$ cat src/rtl/fifo_pkg.sv
// Shared helpers for the synchronous FIFO: derived widths and the legality test
// applied to every parameter set at elaboration.
package fifo_pkg;

  function automatic int cnt_width(input int depth);
    return $clog2(depth + 1);
  endfunction

  function automatic int ptr_width(input int depth);
    return (depth < 2) ? 1 : $clog2(depth);
  endfunction

  function automatic bit params_legal(input int data_w, input int depth,
                                      input int af, input int ae, input int fwft);
    return (data_w >= 1) && (depth >= 2) &&
           (af >= 1) && (af <= depth) &&
           (ae >= 0) && (ae <= depth - 1) &&
           ((fwft == 0) || (fwft == 1));
  endfunction

endpackage

$ cat src/rtl/fifo_ram.sv
// FIFO storage: DEPTH x DATA_W, synchronous write port, asynchronous read port.
// Contents are deliberately not reset.
module fifo_ram #(
  parameter int DATA_W = 16,
  parameter int DEPTH  = 8,
  parameter int PTR_W  = 3
) (
  input  logic              clk,
  input  logic              wr_en,
  input  logic [PTR_W-1:0]  wr_addr,
  input  logic [DATA_W-1:0] wr_data,
  input  logic [PTR_W-1:0]  rd_addr,
  output logic [DATA_W-1:0] rd_data
);

  logic [DATA_W-1:0] mem [DEPTH];

  always_ff @(posedge clk) begin
    if (wr_en) mem[wr_addr] <= wr_data;
  end

  assign rd_data = mem[rd_addr];

endmodule

$ cat src/rtl/fifo_sync_param.sv
// Single-clock FIFO with arbitrary depth, almost-full/empty thresholds,
// optional first-word-fall-through reads and a synchronous flush.
module fifo_sync_param
  import fifo_pkg::*;
#(
  parameter int DATA_W    = 16,
  parameter int DEPTH     = 8,
  parameter int AF_THRESH = DEPTH - 1,
  parameter int AE_THRESH = 1,
  parameter int FWFT      = 0
) (
  input  logic                        clk,
  input  logic                        rst,
  input  logic                        flush,
  input  logic                        wr_en,
  input  logic [DATA_W-1:0]           data_in,
  input  logic                        rd_en,
  output logic [DATA_W-1:0]           data_out,
  output logic                        rd_valid,
  output logic                        wr_ack,
  output logic                        overflow,
  output logic                        underflow,
  output logic                        full,
  output logic                        empty,
  output logic                        almostfull,
  output logic                        almostempty,
  output logic [cnt_width(DEPTH)-1:0] count
);

  localparam int CNT_W = cnt_width(DEPTH);
  localparam int PTR_W = ptr_width(DEPTH);
  localparam logic [PTR_W-1:0] LAST_PTR = PTR_W'(DEPTH - 1);
  localparam logic [CNT_W-1:0] DEPTH_C  = CNT_W'(DEPTH);
  localparam logic [CNT_W-1:0] AF_C     = CNT_W'(AF_THRESH);
  localparam logic [CNT_W-1:0] AE_C     = CNT_W'(AE_THRESH);

  generate
    if (!params_legal(DATA_W, DEPTH, AF_THRESH, AE_THRESH, FWFT)) begin : g_illegal
      $error("fifo_sync_param: illegal parameter set");
    end
  endgenerate

  logic [PTR_W-1:0]  wr_ptr;
  logic [PTR_W-1:0]  rd_ptr;
  logic [DATA_W-1:0] head;
  logic              wr_accept;
  logic              rd_accept;

  // Non-power-of-two depths need an explicit wrap rather than binary rollover.
  function automatic logic [PTR_W-1:0] ptr_inc(input logic [PTR_W-1:0] p);
    return (p == LAST_PTR) ? '0 : p + 1'b1;
  endfunction

  assign full        = (count == DEPTH_C);
  assign empty       = (count == '0);
  assign almostfull  = (count >= AF_C);
  assign almostempty = (count <= AE_C);

  assign wr_accept = wr_en && !full && !flush;
  assign rd_accept = rd_en && !empty && !flush;

  always_ff @(posedge clk or posedge rst) begin
    if (rst) begin
      wr_ptr    <= '0;
      rd_ptr    <= '0;
      count     <= '0;
      wr_ack    <= 1'b0;
      overflow  <= 1'b0;
      underflow <= 1'b0;
    end else if (flush) begin
      wr_ptr    <= '0;
      rd_ptr    <= '0;
      count     <= '0;
      wr_ack    <= 1'b0;
      overflow  <= 1'b0;
      underflow <= 1'b0;
    end else begin
      if (wr_accept) wr_ptr <= ptr_inc(wr_ptr);
      if (rd_accept) rd_ptr <= ptr_inc(rd_ptr);
      case ({wr_accept, rd_accept})
        2'b10:   count <= count + 1'b1;
        2'b01:   count <= count - 1'b1;
        default: count <= count;
      endcase
      wr_ack    <= wr_accept;
      overflow  <= wr_en && full;
      underflow <= rd_en && empty;
    end
  end

  fifo_ram #(
    .DATA_W (DATA_W),
    .DEPTH  (DEPTH),
    .PTR_W  (PTR_W)
  ) u_ram (
    .clk     (clk),
    .wr_en   (wr_accept),
    .wr_addr (wr_ptr),
    .wr_data (data_in),
    .rd_addr (rd_ptr),
    .rd_data (head)
  );

  generate
    if (FWFT != 0) begin : g_fwft
      // Head entry is presented directly; rd_en only pops it.
      assign data_out = empty ? '0 : head;
      assign rd_valid = !empty;
    end else begin : g_std
      logic [DATA_W-1:0] data_q;
      logic              valid_q;

      always_ff @(posedge clk or posedge rst) begin
        if (rst) begin
          data_q  <= '0;
          valid_q <= 1'b0;
        end else begin
          valid_q <= rd_accept;
          if (rd_accept) data_q <= head;
        end
      end

      assign data_out = data_q;
      assign rd_valid = valid_q;
    end
  endgenerate

endmodule

$ cat config.mk
export PLATFORM = sky130hd
export DESIGN_NAME = fifo_sync_param
export DESIGN_NICKNAME = d
export VERILOG_FILES = /design/src/rtl/fifo_pkg.sv /design/src/rtl/fifo_ram.sv /design/src/rtl/fifo_sync_param.sv
export SDC_FILE = /design/constraint.sdc
export NUM_CORES = 1
export LEC_CHECK = 0
export ABC_AREA = 1
export BUFFER_PORTS_ARGS = -buffer_cell sky130_fd_sc_hd__buf_2
export CORE_ASPECT_RATIO = 0.9
export CORE_MARGIN = 2
export CORE_UTILIZATION = 55
export CTS_BUF_LIST = sky130_fd_sc_hd__clkbuf_2 sky130_fd_sc_hd__clkbuf_4 sky130_fd_sc_hd__clkbuf_8
export CTS_CLUSTER_DIAMETER = 150
export DETAILED_ROUTE_END_ITERATION = 8
export GPL_TIMING_DRIVEN = 0
export HOLD_SLACK_MARGIN = 0.12
export PLACE_DENSITY = 0.74
export SLEW_MARGIN = 15
export SYNTH_ARGS = -nofsm -noshare
export SYNTH_HDL_FRONTEND = slang
export SYNTH_SLANG_ARGS = --single-unit
$ cat constraint.sdc
create_clock -name clk -period 2.7 [get_ports clk]
set_input_delay 0.27 -clock clk [delete_from_list [all_inputs] [get_ports clk]]
set_output_delay 0.27 -clock clk [all_outputs]
set_load 0.03 [all_outputs]
# [After elaboration in Yosys (flattened, before gate mapping)]
# Memory sizes are Yosys's and may differ from the RTL's. A register that Yosys moved wholly into a read port is not among the register bits.
# Cells that the tools add are included.
[totals] output_inout_bits=28 input_bits=21 memories=1 reg_bits=14 ramBits=128
[op_classes] addsub=4 mux=13 reduce_logical=13 eq_ne=5 n_lt_le_gt_ge=2
[memory_table] memory="u_ram.mem" depth=8 word_bits=16 rd=1 rd_clocked_by_memory_dff=1 write_ports=1 line="fifo_ram.sv:16" source="logic [DATA_W-1:0] mem [DEPTH];"
[op_table] op="$mux 3" count=6
[op_table] op="$pmux 4 s2" count=1
[op_table] op="$add 3x1->3 const B" count=2
[op_table] op="$eq 3x3->1 const B" count=2
[op_table] op="$logic_and 1x1->1" count=6
[op_table] op="$mux 1" count=5
[op_table] op="$add 4x1->4 const B" count=1
[op_table] op="$eq 4x4->1 const B" count=1
[op_table] op="$ge 4x3->1 const B" count=1
[op_table] op="$le 4x1->1 const B" count=1
[op_table] op="$logic_not 4->1" count=1
[op_table] op="$mux 4" count=1
[op_table] op="$reduce_bool 2->1" count=2
[op_table] op="$sub 4x1->4 const B" count=1
[op_table] op="$logic_not 1->1" count=3
[op_table] op="$reduce_bool 3->1" count=1
[op_table] op="$eq 2x1->1 const B" count=1
[op_table] op="$eq 2x2->1 const B" count=1

# [Logic depth before layout (Yosys ltp)]
[depth] depth_word=7 ltp_mapped=10

# [Hierarchy]
# A second synthesis with hierarchy kept.
[hier_totals] cells_unflattened=742 hier_area_um2=7140.6
[modules_own_cells] mod="fifo_ram" seq_area_each_um2=3843.7 n_inst=1 cells_per_inst=571 area_per_inst_um2=5669.2
[modules_own_cells] mod="fifo_sync_param" seq_area_each_um2=750.7 n_inst=1 cells_per_inst=171 area_per_inst_um2=1471.4

# [Least setup slack after synthesis]
# Ideal clock, no wire load.
[synth_timing] path_kind="reg2reg" start="reg count[0]" end="mem u_ram.mem[0][0] (enable)" required_ns=2.312 path_stages_with_launch=8 path_slack_ns=0.155 t_arrival_ns=2.156 setup_ns=0.388 path_buffers=0 cell_sequence="dfrtp_1 inv_1 ha_1 nand3_2 nand2_4 inv_2 nand2_1 nor2_1"
[synth_via] elab_chain_len=6
[synth_lines] item="from (decl)" line="fifo_sync_param.sv:27" source="output logic [cnt_width(DEPTH)-1:0] count"
[synth_lines] item="from (signal assigned)" line="fifo_sync_param.sv:81" source="2'b10: count <= count + 1'b1;"
[synth_lines] item="from (signal assigned)" line="fifo_sync_param.sv:82" source="2'b01: count <= count - 1'b1;"
[synth_lines] item="from (signal assigned)" line="fifo_sync_param.sv:83" source="default: count <= count;"
[synth_lines] item="$eq 4x4->1" line="fifo_sync_param.sv:54" source="assign full = (count == DEPTH_C);"
[synth_lines] item="$logic_not 1->1" line="fifo_sync_param.sv:59" source="assign wr_accept = wr_en && !full && !flush;"
[synth_lines] item="$logic_and 1x1->1 (2 in a row)" line="fifo_sync_param.sv:59"
[synth_lines] item="$mux 1" line="fifo_ram.sv:19" source="if (wr_en) mem[wr_addr] <= wr_data;"
[synth_lines] item="$mux 1 (not written as such)" line="fifo_ram.sv:19"
[synth_lines] item="to (decl)" line="fifo_ram.sv:16"
# No other way between the ends.

# [Worst setup path after layout]
[layout_timing] start="reg count[0]" end="mem u_ram.mem[7][6] (enable)"
# The elaborated chain is that of the path after synthesis.

==> results by group <==
Pwr
  • Pleak: approximately 0.0030 µW
  • Power per standard cell area: between 700 and 800 nW/µm²
  • Worst-case vdd ir drop: ~450 µV
  • Total power: between 5000 and 6000 µW

Setup path
  • R2R depth: 8
  • CP max FO: 9
  • R2R Path Start: count[0]
  • CP required: about 2.9 ns
  • Setup CP Type: reg2reg
  • CP Capture Type: flip-flop
  • WP data arrival: 2.63 ns
  • Critical path startpoint category: flip-flop
  • R2r endpoint: u_ram.mem[7][6]
  • R2r setup slk: between 0.2 and 0.25 ns

Routing
  • Post-DR wirelength/cell: ~18 µm
  • DRT Pass-1 Iters: 4
  • Routed wire length: roughly 14 mm
  • Iteration-0 DRC count of the detailed router: approximately 380
  • DRC: 0
  • Post-route ant nets: 0
  • Via count: around 4500
  • Post-DR vias/cell: approximately 5.5

Worst hold path
  • Worst Hold Class: in2reg
  • Hold_sp: flush
  • Hold path depth: 4
  • Worst hold path endpoint: count[2]

Global routing
  • Largest net degree at the start of global routing: 31
  • Gr usage total: around 25%
  • Remaining global-route overflow: 0
  • Initial antenna violation count: 0
  • First-pass GRT wire length: roughly 23 mm
  • Vias in the first global route: between 4000 and 5000

Finish
  • Final Net Count: 670
  • Design area: between 7000 and 8000 µm²
  • Antenna cell count: 0
  • Commonest cells after routing, fill and taps aside: edfxtp_1 (128), nor2_1 (116), nand2_1 (67), buf_2 (59), nand3_1 (38)
  • Layout area overhead: 17.81%
  • Leading cell type in the layout, fill and taps excluded: edfxtp_1
  • Layout cells sized above 1: roughly 20%
  • Fill count: 862
  • Final Core Density: about two thirds

Die
  • Die X: between 100 and 150 µm
  • Die Span Y: 107.0 µm
  • Starting Density: between 50% and 60%
  • Core ar.: approximately 11000 µm²
  • Die area: between 10000 and 15000 µm²
  • # rows: 37
  • Io pins: between 40 and 50

Logic synthesis
  • Cell variety after synth: 28
  • Cells after synthesis: between 500 and 600
  • Yosys reg bits: around 160
  • Syn_area_per_cell: 11.84 µm²
  • Sequential fraction of the synthesis area: 70.92%
  • Syn nets: 576
  • Cell area after synthesis: 6479 µm²
  • Number of synthesis warnings: 0

Timing
  • Tmin final: around 2.5 ns
  • Max Slew Vio Count: 0
  • Period Utilization, post-route: roughly 90%
  • F_max: between 400 and 500 MHz
  • Worst slew pin tran: between 0.6 and 0.7 ns
  • Fin. Hold Viols: 0
  • Unrepaired setup endpoints after global routing: no
  • Slew headroom: 59.00%
  • Clk_skew: around 0.012 ns
  • Final setup viols: 0

Outcome
  • Status: finished, final reports clean

Run
  • Maxcap violations: 0

Place
  • DP HPWL: 9.856 mm
  • Gpl congestion: 0.8217
  • Dpl cell area: approximately 7000 µm²
  • Buffers added on ports: 48

Clocking
  • Clock Path Buffers: 2
  • CTS tree: yes
  • Clk_lat worst skew: 0.45 ns
  • Worst-path clk slew: around 0.08 ns
  • Sink Count: between 150 and 200
  • CTS Root Cell: clkbuf_8
  • Number of H-tree levels: 4
  • Post-CTS setup buffers: 0
  • CTS Buf Count: 17
[registers in the layout (all words and copies together) (netlist names), 3 cells and up]
name and cells:
count 4, data_out 16, rd_ptr 3, u_ram.mem 128
wr_ptr 3
[cell usage after synthesis]
| cell | instances | area share [%] |
|---|---|---|
| a21oi_4 | 2 | 0.50 |
| buf_1 | 1 | 0.058 |
| buf_2 | 11 | 0.85 |
| buf_4 | 8 | 0.93 |
| buf_6 | 2 | 0.35 |
| clkbuf_1 | 5 | 0.29 |
| clkinv_1 | 1 | 0.058 |
| dfrtp_1 | 30 | 12 |
| edfxtp_1 | 128 | 59 |
| ha_1 | 8 | 1.5 |
| inv_1 | 12 | 0.70 |
| inv_2 | 7 | 0.41 |
| nand2_1 | 67 | 3.9 |
| nand2_2 | 4 | 0.39 |
| nand2_4 | 3 | 0.52 |
| nand3_1 | 38 | 2.9 |
| nand3_2 | 1 | 0.15 |
| nand3b_1 | 1 | 0.12 |
| nand4_1 | 2 | 0.19 |
| nor2_1 | 124 | 7.2 |
| nor2_4 | 1 | 0.17 |
| nor3_1 | 1 | 0.077 |
| o211ai_1 | 16 | 1.9 |
| o21a_1 | 1 | 0.12 |
| o21ai_0 | 37 | 2.9 |
| o21ai_1 | 33 | 2.5 |
| o2bb2ai_1 | 1 | 0.14 |
| xor2_1 | 2 | 0.27 |
[worst max-delay path by stage]
stage | from | cells after the start | end | slack (ns)
after floorplan | count[0] | 7 | u_ram.mem[0][0] | 0.16
after global placement | count[0] | 7 | u_ram.mem[4][6] | -0.33
after detailed placement | count[0] | 7 | u_ram.mem[6][2] | 0.17
after CTS | count[0] | 7 | u_ram.mem[6][8] | 0.16
after global routing | count[0] | 8 | u_ram.mem[7][6] | 0.08
final | count[0] | 8 | u_ram.mem[7][6] | 0.22
[metal layers]
| metal | global-route usage [%] | wire length (µm) | vias up | share of wire [%] |
|---|---|---|---|---|
| met3 | 4.149 | 981 | 38 | 6.9 |
| li1 | - | - | 2093 | - |
| met2 | 40.83 | 6881 | 203 | 48 |
| met5 | 0 | 0 | - | 0 |
| met4 | 12.93 | 417 | 0 | 2.9 |
| met1 | 31.96 | 6004 | 2143 | 42 |
[critical path, stage by stage, from the launching register on]
cell,delay [ns]
dfrtp_1,0.46
inv_1,0.16
ha_1,0.30
nand3_2,0.15
nand2_4,0.09
inv_2,0.13
nand2_1,0.16
nor2_2,0.48
buf_6,0.23
[through the flow]
step                instances  setup TNS (ns)  hold WS, ns  worst slack [ns]
finish                    810               0       0.1483            0.2242
global route              810               0       0.1576           0.07566
CTS                       810               0       0.1232            0.1585
detailed placement        758               0       0.4603            0.1711
global placement          751          -27.82       0.4578           -0.3279
floorplan                 547               0       0.3408            0.1551
[cells by family (layout without fill, tap and decap cells)]
| family | count (synthesis) | after routing | share of synthesized area (%) |
|---|---|---|---|
| AO/OA/AOI/OAI | 90 | 90 | 8.015 |
| AND/OR/NAND/NOR | 242 | 242 | 15.62 |
| buffers and inverters | 47 | 154 | 3.631 |
| XOR/XNOR | 2 | 2 | 0.2704 |
| flip-flops | 158 | 158 | 70.92 |
| adder cells (fa/ha/maj) | 8 | 8 | 1.545 |
[power breakdown]
part	internal (µW)	total, µW	switching (µW)
registers	2800	2880	84.3
logic	356	1190	836
clock network	919	1750	828
total	4070	5820	1750
[repair_timing]
item                       in CTS  in global routing
hold buffers                   20                  0
gates resized for setup         0                  1
setup endpoints to repair       0                  6
hold endpoints to repair      160                  0
[layout make-up]
class | instances | area, µm² | area share, %
Sequential cell | 158 | 4594 | 60.20
Multi-Input combinational cell | 342 | 1674 | 21.93
Timing Repair Buffer | 75 | 538.0 | 7.049
Clock buffer | 19 | 249.0 | 3.262
Tap cell | 156 | 195.2 | 2.557
Buffer | 27 | 160.2 | 2.098
Clock inverter | 13 | 146.4 | 1.918
Inverter | 20 | 75.07 | 0.9836
Note: power is estimated with default switching activity, not from simulation.
